`src/rtl/coin_key_filter.sv`:
```
// Coin sensor debounce and pulse generator for the vending front end.
// Two independent channels (1-yuan, 0.5-yuan) each run a synchronizer,
// a press/release debounce FSM and a stable-count counter. A qualified
// press becomes a one-cycle pulse; when both qualify together the
// half-coin pulse is deferred by one cycle so the outputs never overlap.
module coin_key_filter #(
  parameter int              CNT_W   = 20,
  parameter logic [CNT_W-1:0] CNT_MAX = 20'd999_999
) (
  input  logic sys_clk,
  input  logic sys_rst_n,
  input  logic key_one_n,
  input  logic key_half_n,
  input  logic accept_en,
  output logic pi_money_one,
  output logic pi_money_half,
  output logic coin_busy
);

  typedef enum logic [1:0] {
    IDLE       = 2'd0,
    PRESS_FILT = 2'd1,
    DOWN       = 2'd2,
    REL_FILT   = 2'd3
  } state_t;

  typedef struct packed {
    state_t           st;
    logic [CNT_W-1:0] cnt;
    logic             qual;
  } ch_t;

  logic [1:0]       sync_one;
  logic [1:0]       sync_half;
  logic             key_s_one;
  logic             key_s_half;
  state_t           st_one;
  state_t           st_half;
  logic [CNT_W-1:0] cnt_one;
  logic [CNT_W-1:0] cnt_half;
  ch_t              nxt_one;
  ch_t              nxt_half;
  logic             pending;
  logic             take_one;
  logic             take_half;

  // One debounce step for a channel; the same transition rules serve both.
  function automatic ch_t step(input state_t st, input logic [CNT_W-1:0] cnt,
                               input logic key_s);
    ch_t r;
    r.st   = st;
    r.cnt  = cnt;
    r.qual = 1'b0;
    case (st)
      IDLE: begin
        if (!key_s) begin
          r.st  = PRESS_FILT;
          r.cnt = '0;
        end
      end
      PRESS_FILT: begin
        if (key_s) begin
          r.st  = IDLE;
          r.cnt = '0;
        end else if (cnt < CNT_MAX) begin
          r.cnt = cnt + CNT_W'(1);
        end else begin
          r.st   = DOWN;
          r.qual = 1'b1;
        end
      end
      DOWN: begin
        if (key_s) begin
          r.st  = REL_FILT;
          r.cnt = '0;
        end
      end
      REL_FILT: begin
        if (!key_s) begin
          r.st  = DOWN;
          r.cnt = '0;
        end else if (cnt < CNT_MAX) begin
          r.cnt = cnt + CNT_W'(1);
        end else begin
          r.st  = IDLE;
          r.cnt = '0;
        end
      end
      default: begin
        r.st  = IDLE;
        r.cnt = '0;
      end
    endcase
    return r;
  endfunction

  // Two-flop synchronizers for the raw, idle-high sensor lines.
  always_ff @(posedge sys_clk or negedge sys_rst_n) begin
    if (!sys_rst_n) begin
      sync_one  <= '1;
      sync_half <= '1;
    end else begin
      sync_one  <= {sync_one[0], key_one_n};
      sync_half <= {sync_half[0], key_half_n};
    end
  end

  assign key_s_one  = sync_one[1];
  assign key_s_half = sync_half[1];

  // Next-state and counter logic for both channels.
  always_comb begin
    nxt_one  = step(st_one, cnt_one, key_s_one);
    nxt_half = step(st_half, cnt_half, key_s_half);
  end

  // Channel state and counter registers.
  always_ff @(posedge sys_clk or negedge sys_rst_n) begin
    if (!sys_rst_n) begin
      st_one   <= IDLE;
      st_half  <= IDLE;
      cnt_one  <= '0;
      cnt_half <= '0;
    end else begin
      st_one   <= nxt_one.st;
      st_half  <= nxt_half.st;
      cnt_one  <= nxt_one.cnt;
      cnt_half <= nxt_half.cnt;
    end
  end

  assign take_one  = nxt_one.qual & accept_en;
  assign take_half = nxt_half.qual & accept_en;

  // Output pulses; a simultaneous half-coin is parked in pending for one cycle.
  always_ff @(posedge sys_clk or negedge sys_rst_n) begin
    if (!sys_rst_n) begin
      pi_money_one  <= 1'b0;
      pi_money_half <= 1'b0;
      pending       <= 1'b0;
      coin_busy     <= 1'b0;
    end else begin
      pi_money_one <= take_one;
      if (pending) begin
        pi_money_half <= 1'b1;
        pending       <= 1'b0;
      end else if (take_half && take_one) begin
        pi_money_half <= 1'b0;
        pending       <= 1'b1;
      end else begin
        pi_money_half <= take_half;
      end
      coin_busy <= (st_one != IDLE) || (st_half != IDLE) || pending;
    end
  end

endmodule
```
`config.mk`:
```
export PLATFORM = sky130hd
export DESIGN_NAME = coin_key_filter
export DESIGN_NICKNAME = d
export VERILOG_FILES = /design/src/rtl/coin_key_filter.sv
export SDC_FILE = /design/constraint.sdc
export NUM_CORES = 1
export LEC_CHECK = 0
export CAP_MARGIN = 5
export CORE_MARGIN = 8
export CORE_UTILIZATION = 30
export CTS_CLUSTER_DIAMETER = 200
export CTS_CLUSTER_SIZE = 20
export DETAILED_ROUTE_END_ITERATION = 8
export PLACE_DENSITY_LB_ADDON = 0.2
export SETUP_SLACK_MARGIN = 0.2
export SLEW_MARGIN = 20
export SYNTH_ARGS = -nofsm -noshare
export SYNTH_HDL_FRONTEND = slang
export SYNTH_SLANG_ARGS = --single-unit
```
`constraint.sdc`:
```
create_clock -name sys_clk -period 7.4 [get_ports sys_clk]
set_clock_uncertainty 0.2 [all_clocks]
set_input_delay 1.48 -clock sys_clk [delete_from_list [all_inputs] [get_ports sys_clk]]
set_output_delay 1.48 -clock sys_clk [all_outputs]
set_load 0.03 [all_outputs]
```
==> results of run 1 <==
[stage by stage]
step                hold slack, ps  cells
floorplan                      145    293
global placement               147    404
detailed placement             148    404
CTS                            161    412
global route                   167    412
finish                         160    412
[how the worst min path moves through the flow]
stage               cells past startpoint           end         start  slack (ps)
detailed placement                      0  sync_half[1]  sync_half[0]         150
CTS                                     0  sync_half[1]  sync_half[0]         160
global route                            0  sync_half[1]  sync_half[0]         170
floorplan                               0  sync_half[1]  sync_half[0]         150
finish                                  0  sync_half[1]  sync_half[0]         160
global placement                        0  sync_half[1]  sync_half[0]         150
[state kept, by name, indices dropped and copies added (netlist names), named ones only]
signal	flops
coin_busy	1
pi_money_one	1
st_one	1
pending	1
sync_half	2
st_half	1
cnt_half	20
sync_one	2
pi_money_half	1
cnt_one	20
[metal layers]
metal  vias up  track usage  part of all wire
li1       1108            -                 -
met1      1078        0.134              0.48
met2        31        0.179              0.48
met3         5       0.0206             0.031
met4         0       0.0356             0.011
met5         -            0                 0
[cell usage in the layout, fill, tap and decap left out, types with 2 or more instances in the layout]
cell / instances
sky130_fd_sc_hd__mux2_2: 2
sky130_fd_sc_hd__nand4_1: 5
sky130_fd_sc_hd__or4_1: 10
sky130_fd_sc_hd__clkbuf_1: 2
sky130_fd_sc_hd__nor3b_1: 3
sky130_fd_sc_hd__a31oi_1: 3
sky130_fd_sc_hd__nand3_1: 16
sky130_fd_sc_hd__a211oi_1: 2
sky130_fd_sc_hd__o21ai_0: 17
sky130_fd_sc_hd__dfstp_2: 4
sky130_fd_sc_hd__or3_1: 10
sky130_fd_sc_hd__inv_1: 9
sky130_fd_sc_hd__and3_1: 9
sky130_fd_sc_hd__dfrtp_1: 48
sky130_fd_sc_hd__clkbuf_8: 6
sky130_fd_sc_hd__nor3_1: 6
sky130_fd_sc_hd__nor2b_1: 3
sky130_fd_sc_hd__clkdlybuf4s50_1: 6
sky130_fd_sc_hd__and4_1: 2
sky130_fd_sc_hd__xnor2_1: 10
sky130_fd_sc_hd__a21o_1: 9
sky130_fd_sc_hd__o211ai_1: 4
sky130_fd_sc_hd__and2_1: 3
sky130_fd_sc_hd__nor4_1: 7
sky130_fd_sc_hd__nand2_1: 21
sky130_fd_sc_hd__a21boi_0: 4
sky130_fd_sc_hd__ha_1: 2
sky130_fd_sc_hd__buf_4: 2
sky130_fd_sc_hd__nor2_1: 24
sky130_fd_sc_hd__a21oi_1: 22
sky130_fd_sc_hd__mux2i_1: 2
sky130_fd_sc_hd__o31ai_1: 10
[cell type report]
cell class | instances | area [um2]
inverters | 9 | 33.8
fillers | 935 | 6050
repair buffers | 9 | 80.1
flip-flops and latches | 52 | 1310
well taps | 111 | 139
multi-input cells | 223 | 1360
clock buffers | 8 | 90.1
[power by group through the flow]
stage / clock [mW] / combinational (mW) / sequential [mW]
CTS: 0.179 / 0.0298 / 0.293
finish: 0.170 / 0.0286 / 0.293
floorplan: 0 / 0.0153 / 0.298
global route: 0.191 / 0.0330 / 0.294
global placement: 0 / 0.0295 / 0.298
detailed placement: 0 / 0.0297 / 0.298
[cell families after synthesis]
kind of cell,after synthesis,share of synthesized area
buf+inv,18,0.0247
fa+ha+maj,2,0.00914
simple gates,124,0.243
flops,52,0.477
xor+xnor,11,0.0352
mux,4,0.0155
compound gates,82,0.195
==> flow_summary_export.csv, run 1 <==
group,metric,value,unit
run_status,status,"finished clean",
floorplan,fp.coreArea,0.00906,mm2
min_path,holdCritPathClass,"flip-flop to flip-flop",
power_and_ir_drop,power_switching,118,uW
flow_run,maxCapViolations,0,
global_routing,grt_pass1_vias,2197,
setup_path,critical_path.max_fanout,1,
placement,final_gp_congestion,0.820,
synthesis,post_synthesis_sequential_element_count,52,
clock_tree,tritoncts,"built",
layout,flow.area_growth_from_synthesis,10.1,%
synthesis,synth_enable_flop_cells,0,
layout,finished_layout_cell_area,0.00301,mm2
placement,place_ws,4540,ps
setup_path,cp_top_family,"buffers and inverters",
global_routing,grt_overflow,0,
layout,finalCoreUtilization,0.332,
synthesis,synth_most_common_cell,"sky130_fd_sc_hd__dfrtp_1",
synthesis,synth.area.top_cells,"sky130_fd_sc_hd__dfrtp_1, sky130_fd_sc_hd__a21oi_1, sky130_fd_sc_hd__dfstp_2, sky130_fd_sc_hd__nor2_1, sky130_fd_sc_hd__xnor2_1",
timing,final_min_period_over_clock_period,0.403,
routing,drt.antenna.violating_nets,0,
power_and_ir_drop,internal_power,373,uW
synthesis,yosys.area.top_type,"sky130_fd_sc_hd__dfrtp_1",
setup_path,worst-path-stages,1,
setup_path,timing.rr.start,"cnt_one[0]",
clock_tree,cts_sinks,52,
synthesis,seq_area_frac_synth,0.477,
floorplan,die_area,0.0124,mm2
setup_path,critical_path.max_stage_delay,660,ps
power_and_ir_drop,p_comb_frac,0.058,
layout,design.final.nets,307,
power_and_ir_drop,power.share.clock,0.346,
setup_path,timing.critical_path.buf_inv,1,
timing,final_critical_path_setup_slack,4420,ps
synthesis,syn_area,0.00274,mm2
clock_tree,cts.repair.resized,0,
timing,finalCriticalPeriod,2980,ps
clock_tree,cts_htree_levels,2,
clock_tree,root_buffer,"sky130_fd_sc_hd__clkbuf_8",
global_routing,grt_max_degree,53,
clock_tree,cts.repair_timing.setup_buffer_count,0,
placement,dp_wirelength,4.40,mm
layout,layout-drive-gt1-share,0.0664,
synthesis,yosys.area.top_type_share,0.439,
timing,slew_violations,0,
timing,rsz0062_at_grt,"false",
clock_tree,clock_tree.buffer_depth,2,
routing,via_per_inst,5.39,
power_and_ir_drop,power.sequential.fraction,0.596,
floorplan,die_height,112,um
power_and_ir_drop,worst_supply_voltage_drop_on_vdd,0.0697,mV
placement,placement_cell_area,0.00292,mm2
synthesis,proportion_of_synthesized_flip_flops_having_asynchronous_set_or_reset,1.00,
clock_tree,cts_buf_count,5,
timing,fin_tns_setup,0,ps
setup_path,crit_path_end_kind,"output port",
routing,wirelength,6.23,mm
setup_path,reg2reg_slack,4540,ps
synthesis,post_synth_most_frequent_cells,"sky130_fd_sc_hd__dfrtp_1, sky130_fd_sc_hd__nor2_1, sky130_fd_sc_hd__a21oi_1",
setup_path,setup.worst_path.class,"flip-flop to output port",
synthesis,yosys_warnings,0,
floorplan,floorplan.die.width,112,um
setup_path,crit_chain,"clkdlybuf4s50_1",
routing,drtPass1Iterations,4,
global_routing,grt_antenna_before_repair,0,
routing,avgRoutedWirePerCell,15.1,um
setup_path,crit_required,5720,ps
timing,max_slew.worst_pin.slew,797,ps
power_and_ir_drop,leakagePower,1.22,nW
routing,drc,0,
floorplan,core.rowCount,35,
placement,buffer_ports.inserted,7,
timing,max-slew-margin-rel,0.464,
routing,first_iter_violations,69,
power_and_ir_drop,p_sw_frac,0.240,
setup_path,cp_data_arrival_time,1300,ps
timing,setup_viol,0,
setup_path,worst_path_max_delay_cell,"sky130_fd_sc_hd__clkdlybuf4s50_1",
setup_path,startpoint,"pi_money_one",
clock_tree,holdBufCountCts,0,
synthesis,synth.lib_cells_used.distinct,46,
floorplan,initial_core_util,0.302,
synthesis,synthesized_nets,300,
clock_tree,worstSkewPairLatency,300,ps
global_routing,grt.total_usage,0.107,
floorplan,top_level_ports,8,
timing,final_report_hold_violation_count,0,
setup_path,worst_r2r_endpoint,"cnt_one[10]",
synthesis,postSynthCellCount,293,
timing,maxClockFrequency,336,MHz
global_routing,grt_pass1_wl,10.9,mm
power_and_ir_drop,power.density,163,mW/mm2
power_and_ir_drop,total_power,491,uW
synthesis,dominantRegCellSynth,"sky130_fd_sc_hd__dfrtp_1",
setup_path,crit_end,"pi_money_one",
synthesis,syn_avg_cell_area,9.34,um2
layout,insertedDiodeCount,0,
clock_tree,register_clock_pin_slew_on_the_reported_worst_setup_and_hold_paths,90,ps
setup_path,ff2ff_path_depth,7,
setup_path,startpoint_types,"flip-flop",
routing,dr_total_vias,2222,
Note: power is estimated with default switching activity, not from simulation.
==> inputs of run 2 (changes only) <==
==> constraint.sdc (replaced) <==
create_clock -name sys_clk -period 3.15 [get_ports sys_clk]
set_clock_uncertainty 0.2 [all_clocks]
set_input_delay 0.63 -clock sys_clk [delete_from_list [all_inputs] [get_ports sys_clk]]
set_output_delay 0.63 -clock sys_clk [all_outputs]
set_load 0.03 [all_outputs]
==> run 2 against run 1 <==
  * Combinational power increased by 150%
  * Global-route usage down 0.20 points
  * Power is 130% higher
  * Critical endpoint is now cnt_half[11]
  * Largest cell class unchanged
  * Highest routed layer unchanged
==> flow_summary_export.csv, run 2 (synthesis results as in run 1) <==
group,metric,value,unit
run_status,status,"finished clean",
placement,dp_wirelength,4.53,mm
layout,instances_no_fill,417,
min_path,holdCritPathClass,"input port to asynchronous set/reset pin",
clock_tree,root_buffer,"sky130_fd_sc_hd__clkbuf_8",
setup_path,critical_path.max_fanout,29,
layout,insertedDiodeCount,0,
setup_path,cp_top_family,"simple AND/OR/NAND/NOR gates",
setup_path,critical_path.max_stage_delay,600,ps
timing,rsz0062_at_grt,"false",
layout,commonest_non_fill_non_tap_cell_in_the_layout,"sky130_fd_sc_hd__dfrtp_1",
global_routing,grt_pass1_wl,10.8,mm
clock_tree,cts_buf_count,5,
global_routing,use_met1,0.130,
timing,final_critical_path_setup_slack,383,ps
timing,max-slew-margin-rel,0.482,
power_and_ir_drop,total_power,1.14,mW
placement,final_gp_congestion,0.822,
timing,setup_viol,0,
setup_path,crit_required,3170,ps
clock_tree,register_clock_pin_slew_on_the_reported_worst_setup_and_hold_paths,100,ps
timing,fin_tns_setup,0,ps
routing,avgRoutedWirePerCell,14.9,um
setup_path,cp_data_arrival_time,2790,ps
setup_path,crit_chain,"or4_4 > a21oi_2 > o21ai_2 > a21o_1 > or4_1 > a21oi_1",
setup_path,timing.critical_path.buf_inv,0,
global_routing,use_met3,0.0211,
routing,via_per_inst,5.30,
clock_tree,cts_htree_levels,2,
global_routing,grt_overflow,0,
layout,finished_layout_cell_area,0.00305,mm2
floorplan,core.rowCount,35,
global_routing,global_route.peak_usage_layer,"met2",
setup_path,crit_path_end_kind,"flip-flop",
timing,final_min_period_over_clock_period,0.878,
timing,slew_violations,0,
placement,placement_cell_area,0.00296,mm2
placement,dp_cells,409,
layout,fill_count,931,
clock_tree,clock_tree.buffer_depth,2,
global_routing,grt_pass1_vias,2170,
layout,design.final.nets,312,
clock_tree,cts_sinks,52,
clock_tree,tritoncts,"built",
layout,mostFrequentLayoutCells,"sky130_fd_sc_hd__dfrtp_1, sky130_fd_sc_hd__nor2_1, sky130_fd_sc_hd__nand2_1, sky130_fd_sc_hd__a21oi_1, sky130_fd_sc_hd__o21ai_0",
global_routing,globalRouteMet2Util,0.178,
timing,max_slew.worst_pin.slew,777,ps
routing,wirelength,6.20,mm
timing,maxClockFrequency,361,MHz
layout,flow.area_growth_from_synthesis,11.4,%
power_and_ir_drop,power.density,374,mW/mm2
floorplan,initial_core_util,0.302,
routing,first_iter_violations,64,
layout,finalCoreUtilization,0.336,
global_routing,grt_antenna_before_repair,0,
routing,drtPass1Iterations,4,
power_and_ir_drop,worst_supply_voltage_drop_on_vdd,0.160,mV
floorplan,floorplan.die.width,112,um
floorplan,die_area,0.0124,mm2
layout,reg.largest.list,"cnt_half (20), cnt_one (20)",
layout,layout-drive-gt1-share,0.0882,
setup_path,setup.worst_path.class,"flip-flop to flip-flop",
floorplan,die_height,112,um
routing,drc,0,
power_and_ir_drop,leakagePower,1.24,nW
routing,drt.antenna.violating_nets,0,
timing,finalCriticalPeriod,2770,ps
placement,buffer_ports.inserted,7,
placement,place_ws,377,ps
global_routing,grt_max_degree,30,
clock_tree,worstSkewPairLatency,300,ps
global_routing,grt.total_usage,0.105,
routing,dr_total_vias,2211,
timing,final_report_hold_violation_count,0,
flow_run,maxCapViolations,0,
timing,hold-worst-slack,138,ps
setup_path,startpoint_types,"flip-flop",
setup_path,worst_path_max_delay_cell,"sky130_fd_sc_hd__or4_1",
floorplan,fp.coreArea,0.00906,mm2
floorplan,top_level_ports,8,
clock_tree,holdBufCountCts,0,
[run 2: final cells by class]
cell class / count / area, um2 / area share
Timing Repair Buffer: 14 / 118 / 0.0386
Clock buffer: 6 / 72.6 / 0.0238
Sequential cell: 52 / 1310 / 0.428
Multi-Input combinational cell: 223 / 1370 / 0.449
Inverter: 9 / 33.8 / 0.0111
Clock inverter: 2 / 12.5 / 0.00410
Tap cell: 111 / 139 / 0.0455
[run 2: report_power, final]
| part | switching, mW | internal, mW |
|---|---|---|
| sequential | 0.0100 | 0.678 |
| clock | 0.224 | 0.156 |
| combinational | 0.0493 | 0.0221 |
[run 2: final timing paths]
check / from / end / slack, ps / cells after the start
worst max-delay path: cnt_half[13] / cnt_half[11] / 380 / 6
worst min register to register: sync_half[0] / sync_half[1] / 160 / 0
max in group asynchronous: sys_rst_n / sync_half[0] / 1850 / 2
worst min-delay path: sys_rst_n / st_one[0] / 140 / 1
worst max register to register: cnt_half[13] / cnt_half[11] / 380 / 6
min in group sys_clk: sync_half[0] / sync_half[1] / 160 / 0
[run 2: metal layers]
metal  vias to the layer above  wire length (um)
met5                         -                 0
met4                         0                46
met3                         4               124
met2                        15              3030
met1                      1076              3000
li1                       1116                 -
[run 2: what timing repair did]
| item | 4_1_cts | 5_1_grt |
|---|---|---|
| setup endpoints to repair | 0 | 1 |
| resized for setup | 0 | 1 |
| setup buffers | 0 | 0 |
